===== config.mk =====
export PLATFORM = sky130hd
export DESIGN_NAME = inst_fetch_resp
export DESIGN_NICKNAME = d
export VERILOG_FILES = /design/src/rtl/inst_fetch_resp.sv
export SDC_FILE = /design/constraint.sdc
export NUM_CORES = 1
export LEC_CHECK = 0
export CORE_MARGIN = 2
export CORE_UTILIZATION = 38
export DETAILED_ROUTE_END_ITERATION = 10
export GPL_TIMING_DRIVEN = 0
export PLACE_DENSITY = 0.67
export SYNTH_ARGS = -nofsm -noshare
export SYNTH_HDL_FRONTEND = slang
export SYNTH_SLANG_ARGS = --single-unit

===== constraint.sdc =====
create_clock -name clk -period 6.5 [get_ports clk]
set_input_delay 0.65 -clock clk [delete_from_list [all_inputs] [get_ports clk]]
set_output_delay 0.65 -clock clk [all_outputs]
set_load 0.02 [all_outputs]

===== src/rtl/inst_fetch_resp.sv =====
// Instruction-fetch responder: launches one memory fetch per PC, stalls the PC
// generator while it is outstanding, and returns the instruction as a one-cycle strobe.
module inst_fetch_resp #(
  parameter int ADDR_W  = 17,
  parameter int TIMEOUT = 16
) (
  input  logic              clk,
  input  logic              reset,
  input  logic              ce_i,
  input  logic [31:0]       pc_i,
  input  logic              flush_i,
  output logic              mem_req_o,
  output logic [ADDR_W-1:0] mem_addr_o,
  input  logic [31:0]       mem_rdata_i,
  input  logic              mem_ack_i,
  output logic [31:0]       inst_o,
  output logic [31:0]       inst_pc_o,
  output logic              inst_valid_o,
  output logic              fetch_err_o,
  output logic              stallreq_o
);

  typedef enum logic {IDLE, BUSY} state_t;

  localparam logic [7:0] CNT_LAST = 8'(TIMEOUT - 1);

  state_t      state_q, state_d;
  logic [31:0] addr_q;
  logic [7:0]  cnt_q;
  logic        drop_q;

  logic timeout_hit, launch, misalign, ack_done, abort;

  // NOTE: every signal assigned in this block gets a default first so no latch is inferred.
  always_comb begin
    state_d     = state_q;
    timeout_hit = (state_q == BUSY) && (cnt_q == CNT_LAST);
    launch      = (state_q == IDLE) && ce_i && !flush_i && (pc_i[1:0] == 2'b00);
    misalign    = (state_q == IDLE) && ce_i && !flush_i && (pc_i[1:0] != 2'b00);
    ack_done    = (state_q == BUSY) && mem_ack_i;
    abort       = timeout_hit && !mem_ack_i;
    case (state_q)
      IDLE:    if (launch) state_d = BUSY;
      BUSY:    if (ack_done || abort) state_d = IDLE;
      default: state_d = IDLE;
    endcase
    // Low on the ack cycle so the PC advances on the same edge the data is captured.
    stallreq_o = (state_q == BUSY) && !mem_ack_i && !timeout_hit;
  end

  // NOTE: state registers use non-blocking assignments so every flop samples pre-edge values.
  always_ff @(posedge clk or posedge reset) begin
    if (reset) begin
      state_q      <= IDLE;
      addr_q       <= '0;
      cnt_q        <= '0;
      drop_q       <= 1'b0;
      mem_req_o    <= 1'b0;
      mem_addr_o   <= '0;
      inst_o       <= '0;
      inst_pc_o    <= '0;
      inst_valid_o <= 1'b0;
      fetch_err_o  <= 1'b0;
    end else begin
      state_q      <= state_d;
      inst_valid_o <= 1'b0;
      fetch_err_o  <= 1'b0;

      if (launch) begin
        addr_q     <= pc_i;
        mem_req_o  <= 1'b1;
        mem_addr_o <= pc_i[ADDR_W+1:2];
        cnt_q      <= '0;
        drop_q     <= 1'b0;
      end

      if (misalign) begin
        inst_valid_o <= 1'b1;
        fetch_err_o  <= 1'b1;
        inst_o       <= '0;
        inst_pc_o    <= pc_i;
      end

      if (state_q == BUSY) begin
        cnt_q <= cnt_q + 8'd1;
        if (ack_done) begin
          mem_req_o <= 1'b0;
          drop_q    <= 1'b0;
          cnt_q     <= '0;
          if (!drop_q && !flush_i) begin
            inst_valid_o <= 1'b1;
            inst_o       <= mem_rdata_i;
            inst_pc_o    <= addr_q;
          end
        end else if (abort) begin
          mem_req_o <= 1'b0;
          drop_q    <= 1'b0;
          cnt_q     <= '0;
          if (!drop_q) begin
            inst_valid_o <= 1'b1;
            fetch_err_o  <= 1'b1;
            inst_o       <= '0;
            inst_pc_o    <= addr_q;
          end
        end else if (flush_i) begin
          // Request stays open; the eventual data is discarded.
          drop_q <= 1'b1;
        end
      end
    end
  end

endmodule


==> metrics.log <==
[metrics] gp weighted congestion: roughly 0.8
[metrics] dominant cell type by count on the critical path: sky130_fd_sc_hd__clkdlybuf4s50_1
[metrics] Antenna Nets Post-Route: 0
[metrics] Worst Setup Slack post-DPL: 3.41 ns
[metrics] count of flip-flops with a built-in enable after synthesis: 0
[metrics] Power Density: 285 nW/um^2
[metrics] result of the run: complete, no violations
[metrics] Die Y: roughly 120 um
[metrics] sum of overflow across all layers after global routing: 0
[metrics] antenna fix cells: 0
[metrics] most numerous cell in the Yosys netlist: sky130_fd_sc_hd__dfrtp_1
[metrics] critical-path cell list: clkdlybuf4s50_1 -> nand2b_1 -> a41oi_2 -> clkdlybuf4s50_1
[metrics] Startpoint Class: input pin
[metrics] drt via density: approximately 5.0
[metrics] maximum fanout count along the critical path: 9
[metrics] most instantiated flip-flop cell in the synthesis netlist: sky130_fd_sc_hd__dfrtp_1
[metrics] cell area after synthesis: ~5000 sq um
[metrics] clock insertion delay at the later pin of the skew report: between 0.3 and 0.4 ns
[metrics] layout cell share with drive strength beyond 1: about a quarter
[metrics] initial antenna violation count: 0
[metrics] highest clock rate: ~320 MHz
[metrics] final setup TNS: 0 ns
[metrics] TritonCTS clock tree: yes
[metrics] Via Count: 3749
[metrics] max-cap violation count: 0
[metrics] final-layout worst hold slack: 0.492 ns
[metrics] final critical-path share of the clock period: a little under half
[metrics] synthesized area divided by synthesized cell count: ~13 sq um
[metrics] # rows: 42
[metrics] Hold Fails Final Rpt: 0
[metrics] clk buf depth: 2
[metrics] first-pass GRT wire length: approximately 20000 um
[metrics] max-slew violation count: 0
[metrics] Worst Slack Setup Final: approximately 3.4 ns
[metrics] Sinks on Clock Net: between 100 and 150
[metrics] kind of cell with the highest combined delay on the critical path: buffers and inverters
[metrics] number of buffers and inverters on the critical path: 2
[metrics] router iterations before antenna repair: 4
[metrics] number of standard cells after synthesis: between 400 and 500
[metrics] slowest stage cell on the critical path: sky130_fd_sc_hd__clkdlybuf4s50_1
[metrics] worst slew margin relative to its limit: a little over half
[metrics] required time of the critical path: around 5.9 ns
[metrics] Cell variety after synth: 36
[metrics] critical setup path kind: input pin to primary output
[metrics] number of port buffers: 153
[metrics] Detailed Place HPWL: 8960 um
[metrics] worst stage delay on the critical path: around 0.71 ns
[metrics] # resized after CTS: 0
[metrics] r2r setup slk: ~4.2 ns
[metrics] synth top area cells: sky130_fd_sc_hd__dfrtp_1, sky130_fd_sc_hd__mux2_2, sky130_fd_sc_hd__mux2_4, sky130_fd_sc_hd__a22oi_1, sky130_fd_sc_hd__a21oi_1
[metrics] sequential-to-total area share from yosys stat: 54.0%
[metrics] DRT Wirelength: roughly 12000 um
[metrics] top-level I/O count: between 150 and 200
[metrics] worst vdd ir: roughly 190 uV
[metrics] detailed router's first-iteration violation count: ~180
[metrics] starting density of the core: 38.6%
[metrics] Die W: ~120 um
[metrics] Warnings, synthesis: 0
[metrics] setup bufs post-CTS: 0
[metrics] biggest area consumer among synthesized cells: sky130_fd_sc_hd__dfrtp_1
[metrics] Fin Clk Skew: between 0.004 and 0.005 ns
[metrics] pin count of the biggest net entering global routing: 60
[metrics] FFs w/ async S/R, synth: 100%
[metrics] setup repair after global routing missed its margin: no
[metrics] Area growth syn-to-layout: 41.5%
[metrics] die area: ~14000 sq um
[metrics] DRC Markers: 0
[metrics] Critical Path End Type: primary output
[metrics] vias in the first global route: around 4100
[metrics] number of buffers inserted by hold repair at cts: 0
[metrics] cts bufs inserted: 9
[metrics] worst path arrival time: approximately 2.4 ns
[metrics] count of nets after finishing: roughly 640
[metrics] root buf cell: sky130_fd_sc_hd__clkbuf_16
[metrics] post-layout min period: about 3 ns
[metrics] nets in the synthesized netlist: around 470
[metrics] clock transition at the registers of the reported paths: 0.07 ns
[metrics] path type of the worst min-delay path: register to register
[metrics] routed len/inst: roughly 17 um
[metrics] list of most frequent post-synthesis cells: sky130_fd_sc_hd__dfrtp_1, sky130_fd_sc_hd__mux2_2, sky130_fd_sc_hd__nand2_1
[metrics] Leak Pwr: ~3 nW
[metrics] Std-Cell Core Area: roughly 13000 sq um
[metrics] share of Yosys cell area claimed by the top area cell type: 54.0%
[metrics] flops & latches, synth: about 110
[metrics] Setup Viol. Count Final: 0
[metrics] H-tree levels: 3
[metrics] slew at the pin with the worst max-slew slack: 0.676 ns
[metrics] GRT Total Usage: 18.3%
layout make-up:
class | instances | area [sq um]
Sequential cell | 109 | 2730
Clock inverter | 7 | 86.3
Inverter | 5 | 21.3
Fill cell | 1137 | 5940
Tap cell | 176 | 220
Buffer | 41 | 277
Timing Repair Buffer | 154 | 1560
Multi-Input combinational cell | 248 | 2020
Clock buffer | 9 | 225
state kept, by name, indices dropped and copies added (netlist names), 8 cells and up:
name        count
addr_q         16
inst_o         32
mem_addr_o     16
cnt_q           8
inst_pc_o      32
routing by layer:
metal	vias to the layer above	GRT usage [%]	share of wire (%)
li1	1759	-	-
met5	-	0	0
met3	19	5.32	4.6
met2	95	30.8	52
met4	0	5.80	2.0
met1	1876	22.7	41
layout by cell type, fill, tap and decap left out, types with 2 or more instances in the layout:
cell type and count:
sky130_fd_sc_hd__a21oi_1 38, sky130_fd_sc_hd__nor2_1 3, sky130_fd_sc_hd__and2_1 3, sky130_fd_sc_hd__o22ai_1 3
sky130_fd_sc_hd__a22oi_1 32, sky130_fd_sc_hd__clkbuf_1 11, sky130_fd_sc_hd__clkdlybuf4s50_1 153, sky130_fd_sc_hd__nand2_1 41
sky130_fd_sc_hd__mux2_2 67, sky130_fd_sc_hd__mux2_4 20, sky130_fd_sc_hd__o21ai_0 5, sky130_fd_sc_hd__nor3_1 2
sky130_fd_sc_hd__buf_2 2, sky130_fd_sc_hd__inv_1 4, sky130_fd_sc_hd__nand2b_1 2, sky130_fd_sc_hd__clkinv_4 3
sky130_fd_sc_hd__a22o_1 4, sky130_fd_sc_hd__dfrtp_1 109, sky130_fd_sc_hd__buf_4 24, sky130_fd_sc_hd__mux2_1 5
sky130_fd_sc_hd__and3_1 2, sky130_fd_sc_hd__nand3_1 6, sky130_fd_sc_hd__buf_6 4, sky130_fd_sc_hd__clkbuf_16 9
where the power goes:
part / internal, mW / switching [mW]
logic: 0.354 / 0.256
registers: 0.788 / 0.0663
clock network: 0.305 / 0.266
through the flow:
stage | utilization, % | power (mW) | instances | cell area, sq um
global route | 54.6 | 2.14 | 749 | 7140
global placement | 52.0 | 1.46 | 732 | 6800
floorplan | - | 1.20 | 403 | 5050
finish | 54.6 | 2.04 | 749 | 7140
CTS | 54.6 | 2.06 | 749 | 7140
detailed placement | 52.2 | 1.48 | 733 | 6830
final timing paths:
check                           depth (start not counted)       endpoint       from
worst min-delay path                                    1      addr_q[1]  addr_q[1]
worst max-delay path                                    4     stallreq_o  mem_ack_i
min in group asynchronous                               2      inst_o[2]      reset
max in group asynchronous                               3  inst_pc_o[11]      reset
worst min register to register                          1      addr_q[1]  addr_q[1]
worst max register to register                          7  inst_pc_o[12]    state_q
logic make-up (layout without fill, tap and decap cells):
| family | after synthesis | in the layout | share of synthesized area (%) |
|---|---|---|---|
| XOR/XNOR | 2 | 2 | 0.347 |
| AO/OA/AOI/OAI | 86 | 86 | 11.0 |
| multiplexers | 92 | 92 | 22.0 |
| adder cells (fa/ha/maj) | 1 | 1 | 0.248 |
| AND/OR/NAND/NOR | 67 | 67 | 6.47 |
| flip-flops | 109 | 109 | 54.0 |
| buffers and inverters | 46 | 216 | 5.85 |
Note: power is estimated with default switching activity, not from simulation.
